<file path="config.mk">
export PLATFORM = sky130hd
export DESIGN_NAME = atm_pin_entry
export DESIGN_NICKNAME = d
export VERILOG_FILES = /design/src/rtl/atm_pin_entry.sv
export SDC_FILE = /design/constraint.sdc
export NUM_CORES = 1
export LEC_CHECK = 0
export CORE_UTILIZATION = 55
export CTS_CLUSTER_DIAMETER = 100
export CTS_CLUSTER_SIZE = 30
export DETAILED_ROUTE_END_ITERATION = 16
export PLACE_DENSITY = 0.77
export SLEW_MARGIN = 20
export SYNTH_ARGS = -nofsm -noshare
export SYNTH_HDL_FRONTEND = slang
export SYNTH_SLANG_ARGS = --single-unit
</file>
<file path="constraint.sdc">
create_clock -name clk -period 2.09 [get_ports clk]
set_input_delay 0.209 -clock clk [delete_from_list [all_inputs] [get_ports clk]]
set_output_delay 0.209 -clock clk [all_outputs]
set_load 0.005 [all_outputs]
</file>
<file path="src/rtl/atm_pin_entry.sv">
// atm_pin_entry: keypad PIN collector/verifier feeding the ATM controller.
// Collects BCD digits and compares them with the stored PIN. Drives pin_out
// to 4'b1111 after a match and to 4'b0000 otherwise. Counts failed attempts
// and locks the card out after MAX_TRIES failures.
//
// state   | meaning
// --------+-----------------------------------------------------------
// IDLE    | waiting for start; pin_out holds the last result
// COLLECT | assembling digits, watching the inter-key timeout
// CHECK   | one-cycle compare of the buffer against PIN_CODE
// LOCK    | attempts exhausted; every start pulses pin_bad
module atm_pin_entry #(
  parameter int                        PIN_DIGITS  = 4,
  parameter logic [4*PIN_DIGITS-1:0]   PIN_CODE    = 16'h1234,
  parameter int                        MAX_TRIES   = 3,
  parameter int                        TIMEOUT_CYC = 1000
) (
  input  logic       clk,
  input  logic       rst,
  input  logic       start,
  input  logic       card_clr,
  input  logic       key_valid,
  input  logic [3:0] key_code,
  output logic [3:0] pin_out,
  output logic       pin_ok,
  output logic       pin_bad,
  output logic       locked,
  output logic       busy,
  output logic [2:0] digit_cnt
);

  localparam int BW = 4 * PIN_DIGITS;
  localparam int TW = (TIMEOUT_CYC > 1) ? $clog2(TIMEOUT_CYC) : 1;
  localparam logic [2:0]    FULL_CNT     = 3'(PIN_DIGITS);
  localparam logic [2:0]    MAX_T        = 3'(MAX_TRIES);
  localparam logic [TW-1:0] TIMER_RELOAD = TW'(TIMEOUT_CYC - 1);

  typedef enum logic [1:0] {
    S_IDLE    = 2'd0,
    S_COLLECT = 2'd1,
    S_CHECK   = 2'd2,
    S_LOCK    = 2'd3
  } state_t;

  state_t        state;
  logic [BW-1:0] buffer;
  logic [2:0]    tries;
  logic [TW-1:0] timer;
  logic          timed_out;

  logic          full;
  logic          accept_digit;
  logic          accept_clear;
  logic          accept_enter;
  logic [BW+3:0] shifted;
  logic [2:0]    tries_next;
  logic          match;

  // Key classification; only keys that change the entry count as accepted
  // and reload the inter-key timer.
  assign full         = (digit_cnt == FULL_CNT);
  assign accept_digit = key_valid && (key_code <= 4'd9) && !full;
  assign accept_clear = key_valid && (key_code == 4'hA);
  assign accept_enter = key_valid && (key_code == 4'hB) && full;
  assign shifted      = {buffer, key_code};
  assign tries_next   = (tries == MAX_T) ? tries : tries + 3'd1;
  // A timeout is a failure even if the buffer happens to hold the PIN.
  assign match        = !timed_out && (buffer == PIN_CODE);

  // Controller FSM; every output is a register updated here.
  always_ff @(posedge clk or negedge rst) begin
    if (!rst) begin
      state     <= S_IDLE;
      buffer    <= '0;
      digit_cnt <= '0;
      tries     <= '0;
      timer     <= '0;
      timed_out <= 1'b0;
      pin_out   <= 4'b0000;
      pin_ok    <= 1'b0;
      pin_bad   <= 1'b0;
      locked    <= 1'b0;
      busy      <= 1'b0;
    end else begin
      pin_ok  <= 1'b0;
      pin_bad <= 1'b0;
      if (card_clr) begin
        state     <= S_IDLE;
        buffer    <= '0;
        digit_cnt <= '0;
        tries     <= '0;
        timer     <= '0;
        timed_out <= 1'b0;
        pin_out   <= 4'b0000;
        locked    <= 1'b0;
        busy      <= 1'b0;
      end else begin
        case (state)
          S_IDLE: begin
            if (start) begin
              state     <= S_COLLECT;
              buffer    <= '0;
              digit_cnt <= '0;
              timer     <= TIMER_RELOAD;
              timed_out <= 1'b0;
              pin_out   <= 4'b0000;
              busy      <= 1'b1;
            end
          end
          S_COLLECT: begin
            if (accept_digit) begin
              buffer    <= shifted[BW-1:0];
              digit_cnt <= digit_cnt + 3'd1;
              timer     <= TIMER_RELOAD;
            end else if (accept_clear) begin
              buffer    <= '0;
              digit_cnt <= '0;
              timer     <= TIMER_RELOAD;
            end else if (accept_enter) begin
              state <= S_CHECK;
            end else if (timer == '0) begin
              state     <= S_CHECK;
              timed_out <= 1'b1;
            end else begin
              timer <= timer - 1'b1;
            end
          end
          S_CHECK: begin
            buffer    <= '0;
            digit_cnt <= '0;
            timed_out <= 1'b0;
            busy      <= 1'b0;
            if (match) begin
              pin_ok  <= 1'b1;
              pin_out <= 4'b1111;
              tries   <= '0;
              state   <= S_IDLE;
            end else begin
              pin_bad <= 1'b1;
              tries   <= tries_next;
              if (tries_next == MAX_T) begin
                state  <= S_LOCK;
                locked <= 1'b1;
              end else begin
                state <= S_IDLE;
              end
            end
          end
          S_LOCK: begin
            if (start) begin
              pin_bad <= 1'b1;
            end
          end
          default: state <= S_IDLE;
        endcase
      end
    end
  end

endmodule

</file>
==> impl_summary.md, run 1 <==
Run
Max-cap violations in this run came to 0.

Yosys
The netlist uses 56 different library cells. Among all cell types in the netlist, the one instantiated most often is sky130_fd_sc_hd__dfrtp_1. When the netlist entered floorplanning its net count stood at 238. The commonest cells after synthesis are 40 x sky130_fd_sc_hd__dfrtp_1, 24 x sky130_fd_sc_hd__nand2_1, 22 x sky130_fd_sc_hd__a21oi_1. Counting flops and latches in the post-synthesis netlist gives 40. In the post-synthesis netlist, the biggest area contributors are sky130_fd_sc_hd__dfrtp_1 44%, sky130_fd_sc_hd__a22o_1 6.2%, sky130_fd_sc_hd__a21oi_1 4.9%. In this run the mean area of a mapped cell was 10.2 sq um.

Counting flops with a built-in enable in the synthesized netlist gives 0. For this run, the number of Yosys warnings is 0. The portion of the post-synthesis area used by sequential elements is 44.2%. The synthesized netlist occupies a cell area of 2260 sq um. The dominant synthesized flop cell is sky130_fd_sc_hd__dfrtp_1. Summed over its instances, the top area cell type makes up 44.2% of the synthesized netlist area.

The largest total area in the synthesized netlist belongs to sky130_fd_sc_hd__dfrtp_1. The cell count after synthesis came out at 221. The fraction of registers with async set or reset after synthesis is 100%.

Critical path
The category of the most critical setup path is reg -> reg. The maximum fanout along the worst path is 5. The cell count of the worst reg-to-reg path is 7. The endpoint of the worst register-to-register path is state[1]. The critical path buffer and inverter count is 1. The category of cells accounting for the largest share of critical-path delay is simple AND/OR/NAND/NOR gates. The worst-case register-to-register setup slack is 0.17 ns.

The launching point of the worst reg2reg path is timer[0]. The worst setup path is launched from a flip-flop. The endpoint class of the critical path is a flip-flop.

The data arrival time at the worst-slack endpoint is 2.10 ns. The cell with the largest stage delay on the worst path is sky130_fd_sc_hd__dfrtp_1. At the worst endpoint, the required time is 2.27 ns.

The critical path goes through inv_1, ha_1, nor4b_4, and3_4, o221a_4, o21ai_2, mux2_4. For this run, the slowest stage of the critical path takes 0.41 ns.

Global route
The global routing usage summed across all routing layers is 24.1%. The busiest metal layer after global routing is met2. The number of global-route vias before repair is 1747.

Entering global routing, the biggest net connects 41 pins. The first global-routing pass estimated 7.80 mm of wire. After global routing the overflow that remains totals 0. The routing usage on met1 is 30.0%. The routing usage on met2 is 39.2%.

The number of antenna violations at the first check in global routing is 0. The met3 usage in global routing is 6.72%.

Clocking
The clock latency on the worst-skew pair is 0.29 ns. Counting the buffers created by CTS gives 5. The clock input transition at the sequential cells of the worst setup and hold paths is 0.08 ns. CTS placed an instance of sky130_fd_sc_hd__clkbuf_8 at the clock tree root. The clock sink count is 40. TritonCTS built the clock tree.

The maximum number of buffers from clock root to sink is 2. Hold repair after CTS inserted 0 buffers. The clock tree synthesis step divided the H-tree into 2 levels.

Timing
Timing would allow up to 0.520 GHz. On the final layout, the worst clock skew is 0.00930 ns. Setup violations remaining at the end of the flow were counted as 0. For the pin with the worst max-slew slack, the measured transition is 0.870 ns. The final critical path time including I/O delays and setup is 1.92 ns. Setup repair after global routing left no endpoint under its margin. The portion of the clock cycle consumed by the worst path in the final layout is 91.9%. The minimum setup slack in the final design is 0.169 ns. Hold is met by 0.0266 ns.

The number of pins with negative max-slew slack in the final report is 0. The total count of hold-check failures in the final report is 0. Measured against its own limit, the worst slew margin works out to 42.0%.

Placed design
The number of placed instances with taps included is 286. The number of I/O port buffers is 19. The wire-length estimate of the detail-placed layout is 3.06 mm.

The global placer's final weighted congestion is 0.833. The worst slack at placement is -0.00217 ns.

Drt
The remaining design rule violation count is 0. Across all layers, the routed design uses 1733 vias. The violation count after the first detailed-routing iteration is 143. After detailed routing, the number of vias per cell comes to 5.89. The detailed-route wire length is 4.35 mm. The first detailed-routing pass took 6 iterations. The number of nets still failing antenna checks after routing is 0. The average detailed-routed wire length per instance is 14.8 um.

Floorplanning
The initial cell density of the core is 59.6%. The die span in x is 66.1 um. The total I/O pin count is 20. The height of the die is 66.1 um. The placeable core region is 3800 sq um. The number of standard-cell rows in the floorplan is 22. The die footprint is 4370 sq um.

Cells and area
0 antenna diodes ended up in the layout. For this run, the post-layout net count is 262. The layout-stage area growth over the synthesis result is 15.9%. Of the cells placed in the final design, the portion with a size suffix greater than 1 is 16.7%. The count of placed standard cells in the final layout, fillers left out is 294. Fill cells in the final layout number 297.

Status
The run finished with clean final reports.

Power
For this design the static power due to leakage is 1.15 nW. For this design the ratio of total power to cell area is 978 nW/um^2. The largest voltage drop on the vdd net is 0.000725 V.

Min path
The path class of the tightest hold or removal check is in -> async.
==> worst max path at each step <==
| stage | from | end | slack, ns | cells past startpoint |
|---|---|---|---|---|
| 2_1_floorplan | state[1] | buffer[10] | 0.29 | 8 |
| 5_1_grt | digit_cnt[0] | timer[2] | 0.003 | 7 |
| 6_report | timer[0] | state[1] | 0.17 | 7 |
| 4_1_cts | digit_cnt[0] | timer[8] | 0.03 | 7 |
| 3_3_place_gp | key_valid | timer[8] | 0.05 | 6 |
| 3_5_place_dp | key_valid | timer[8] | -0.002 | 6 |
==> per-layer routing <==
layer | up-vias | part of all wire (%) | wire [um]
li1 | 856 | - | -
met1 | 830 | 45 | 1980
met2 | 39 | 49 | 2140
met3 | 8 | 3.9 | 170
met4 | 0 | 1.7 | 72
met5 | - | 0 | 0
==> layout by cell type (no fill, tap or decap), drive strengths merged, types with 8 or more instances in the layout <==
cell type	instances
dfrtp	40
nand2	24
a21oi	22
clkdlybuf4s50	18
nor2	16
a22o	16
inv	12
buf	12
o21ai	9
ha	8
==> cell type report <==
type / count / area (sq um) / area share [%]
clock buffer: 5 / 68.8 / 2.62
timing repair buffer: 30 / 268 / 10.2
multi-input combinational: 156 / 1130 / 43.2
clock inverter: 3 / 47.5 / 1.81
tap: 48 / 60.1 / 2.29
sequential: 40 / 1000 / 38.2
inverter: 12 / 45.0 / 1.72
==> power by group <==
part | total (mW) | switching (mW) | internal, mW
combinational | 0.916 | 0.508 | 0.407
clock | 0.639 | 0.280 | 0.359
sequential | 1.01 | 0.131 | 0.880
==> stage by stage <==
stage | utilization, % | setup TNS [ns] | cell area (sq um) | total power [mW]
3_3_place_gp | 65.6 | 0 | 2490 | 1.90
2_1_floorplan | - | 0 | 2260 | 1.67
3_5_place_dp | 65.6 | -0.00217 | 2490 | 1.92
4_1_cts | 68.7 | 0 | 2610 | 2.57
5_1_grt | 69.0 | 0 | 2620 | 2.74
6_report | 69.0 | 0 | 2620 | 2.57
==> registers in the layout, indices dropped and copies added, names as in the netlist <==
signal and cells:
buffer 16, timer 10, digit_cnt 3, tries 3
state 2, busy 1, locked 1, pin_bad 1
pin_ok 1, pin_out 1, timed_out 1
==> cell families (layout without fill, tap and decap cells) <==
| family | Yosys count | after routing | synth area share, % |
|---|---|---|---|
| compound gates | 66 | 66 | 23.0 |
| buf+inv | 25 | 50 | 6.31 |
| mux | 5 | 5 | 2.54 |
| flops | 40 | 40 | 44.2 |
| fa+ha+maj | 8 | 8 | 4.42 |
| simple gates | 74 | 74 | 18.3 |
| xor+xnor | 3 | 3 | 1.16 |
==> repair_timing <==
| action | 4_1_cts | 5_1_grt |
|---|---|---|
| setup buffers | 0 | 0 |
| setup endpoints to repair | 0 | 8 |
| hold endpoints to repair | 0 | 0 |
| gates resized for setup | 0 | 2 |
Power figures use the tool's default switching activity.
==> run 2: changes to the inputs <==
Settings changed: CORE_MARGIN from default to 4.
==> impl_summary.md, run 2 (same netlist as run 1, synthesis figures left out) <==
Power
The power consumption is 2.60 mW (+1.5%). The leakage power is 1.14 nW (-0.17%). The power density of the placed cells came to 988 nW/um^2 (+0.95%). The largest voltage drop on the vdd net is 0.000593 V (-18%).

Global route
The global routing usage summed across all routing layers was 19.9% (-4.2 points). The routing usage on met2 is 32.7% (-6.5 points). The leftover overflow at the end of global routing was 0 (unchanged). The number of global-route vias before repair is 1709 (-2.2%). The pin count of the biggest net entering global routing is 41 (unchanged). The number of antenna violations at the first check in global routing is 0 (unchanged). The global-route wire length before repair is 8.11 mm (+3.9%). The met3 usage in global routing came to 3.46% (-3.3 points). The global routing stage identified its most utilized layer as met2. The routing usage on met1 was 26.5% (-3.5 points).

Timing
The worst hold slack after final layout is 0.0292 ns (+0.00257 ns). The headroom to the max-slew limit is 40.9% (-1.1 points). Setup repair after global routing left no endpoint under its margin.

The number of pins with negative max-slew slack in the final report came to 0 (unchanged). The final critical path time including I/O delays and setup came to 1.94 ns (+0.0213 ns). The setup TNS is 0 ns (unchanged). The slew at the pin with the worst max-slew slack is 0.886 ns (+0.0163 ns). The top achievable clock speed is 0.515 GHz (-1.1%). The final-report setup violation count was 0 (unchanged).

The total count of hold-check failures in the final report was 0 (unchanged). The portion of the clock cycle consumed by the worst path in the final layout was 92.9% (+1.0 points). The setup clock skew after layout came to 0.00367 ns (-0.00563 ns).

Drt
The number of iterations in the first detailed-routing pass is 4 (-2). The detailed-route wire length was 4.59 mm (+5.4%). The remaining design rule violation count is 0 (unchanged).

The violation count after the first detailed-routing iteration is 143 (unchanged). The total via count in the routed design came to 1734 (+0.058%). The average detailed-routed wire length per instance came to 15.5 um (+5.0%). The number of nets still failing antenna checks after routing is 0 (unchanged). The routed via count divided by cell count is 5.88 (-0.28%).

Cells and area
The fraction of final layout cells with drive strength greater than 1 is 16.7% (+0.068 points). The multi-input gate area in the final layout is 1140 sq um (+0.44%). The library cells used most frequently in the layout, excluding fill and tap cells, are 40 x sky130_fd_sc_hd__dfrtp_1, 24 x sky130_fd_sc_hd__nand2_1, 22 x sky130_fd_sc_hd__a21oi_1. The count of placed standard cells in the final layout, fillers left out is 295 (+0.34%). The largest registers in the layout are buffer (16), timer (10). The sequential cell area is 1000 sq um (unchanged). Compared with the post-synthesis result, the final layout area differs by 16.6%. The count of fill cells added during filler insertion was 322 (+8.4%).

The number of nets at the end of the flow was 261 (-0.38%). The number of flip-flops under the largest register name is 16 (unchanged). The register with the most flip-flops is buffer. The most frequent standard cell in the layout excluding fill and tap cells is sky130_fd_sc_hd__dfrtp_1. The number of diodes is 0 (unchanged).

Floorplanning
The number of standard-cell rows in the floorplan was 23 (+4.5%). The initial cell density of the core is 56.6% (-3.0 points). The height of the die was 72.1 um (+9.1%). The die span in x is 72.1 um (+9.1%). The total I/O pin count is 20 (unchanged). The placeable core region is 4000 sq um (+5.3%).

The die footprint came to 5200 sq um (+19%).

Clocking
The clock input transition at the sequential cells of the worst setup and hold paths is 0.08 ns (about the same). The root buffer cell chosen for the clock tree is sky130_fd_sc_hd__clkbuf_8. The maximum number of buffers from clock root to sink was 2 (unchanged).

The total of hold buffers inserted after clock tree synthesis is 0 (unchanged). The CTS tree is yes. The clock sink count is 40 (unchanged). The clock latency on the worst-skew pair is 0.29 ns (about the same). The number of levels in the clock H-tree came to 2 (unchanged).

The number of buffers created by CTS was 5 (unchanged). The buffers inserted during post-CTS setup optimization is 0 (unchanged).

Critical path
On the critical path, the stage with the largest delay is an instance of sky130_fd_sc_hd__dfrtp_1. The worst-case register-to-register setup slack was 0.15 ns (-0.02 ns). The endpoint class of the critical path is a flip-flop. The largest stage delay on the critical path is 0.43 ns (+0.02 ns).

The signal on the critical path passes through inv_1, ha_1, nor3_2, o21ai_4, and2_1, buf_4, a22o_1. The endpoint of the worst register-to-register path is buffer[7]. The data required time at the worst endpoint is 2.27 ns (about the same). The cell count of the worst reg-to-reg path is 7 (unchanged). The startpoint identified for the worst register-to-register timing path is state[1]. The category of the most critical setup path is reg -> reg.

The data arrival time at the worst-slack endpoint came to 2.13 ns (+0.03 ns). The kind of start point of the critical path is a flip-flop. The maximum fanout along the worst path is 15 (+10).

Min path
The path class of the lowest-slack min-delay path is in -> async.

Status
The run finished with clean final reports.

Run
The number of violations of the max-capacitance limit is 0 (unchanged).

Placed design
The global placer's final weighted congestion is 0.808 (-3.0%). The placed wire-length estimate after detailed placement was 3.21 mm (+4.9%). The number of I/O port buffers is 19 (unchanged). The number of placed instances with taps included came to 287 (+0.35%).
run 2: critical path: cells and delay by family (launching register included):
kind,cells,cell delay [ns]
buffers and inverters,2,0.29
adders and majority gates,1,0.27
AOI/OAI and AO/OA,2,0.35
and+or+nand+nor,2,0.48
DFF,1,0.43
run 2: worst max path at each step:
stage | startpoint | to | slack (ns) | depth (start not counted)
2_1_floorplan | state[1] | buffer[10] | 0.29 | 8
3_3_place_gp | key_code[3] | timer[9] | 0.07 | 6
3_5_place_dp | key_code[3] | timer[2] | -0.003 | 6
4_1_cts | state[0] | timer[9] | 0.05 | 7
5_1_grt | state[0] | timer[9] | 0.006 | 7
6_report | state[1] | buffer[7] | 0.15 | 7
run 2: what timing repair did:
action | CTS | global route
resized for setup | 0 | 4
setup endpoints to repair | 0 | 23
hold endpoints to repair | 0 | 0
run 2: layer usage:
layer	part of all wire, %	vias to the layer above
met3	3.9	5
met1	45	848
met4	1.4	0
met5	0	-
li1	-	849
met2	50	32
run 2: per-stage QoR:
stage	setup WS, ns	utilization, %	area, sq um
4_1_cts	0.0452	65.4	2620
3_3_place_gp	0.0703	62.5	2500
6_report	0.147	65.9	2640
3_5_place_dp	-0.00306	62.5	2500
2_1_floorplan	0.285	-	2260
5_1_grt	0.00581	65.9	2640
run 2: layout make-up:
| cell class | instances | area share, % |
|---|---|---|
| multi-input cells | 156 | 43.1 |
| flip-flops and latches | 40 | 38.0 |
| repair buffers | 29 | 10.5 |
| clock buffers | 5 | 2.61 |
| well taps | 50 | 2.37 |
| clock inverters | 3 | 1.76 |
| inverters | 12 | 1.71 |
run 2: power breakdown:
part	internal [mW]	leakage, nW	switching, mW
clock	0.360	0.0548	0.290
combinational	0.425	0.551	0.520
sequential	0.880	0.538	0.131
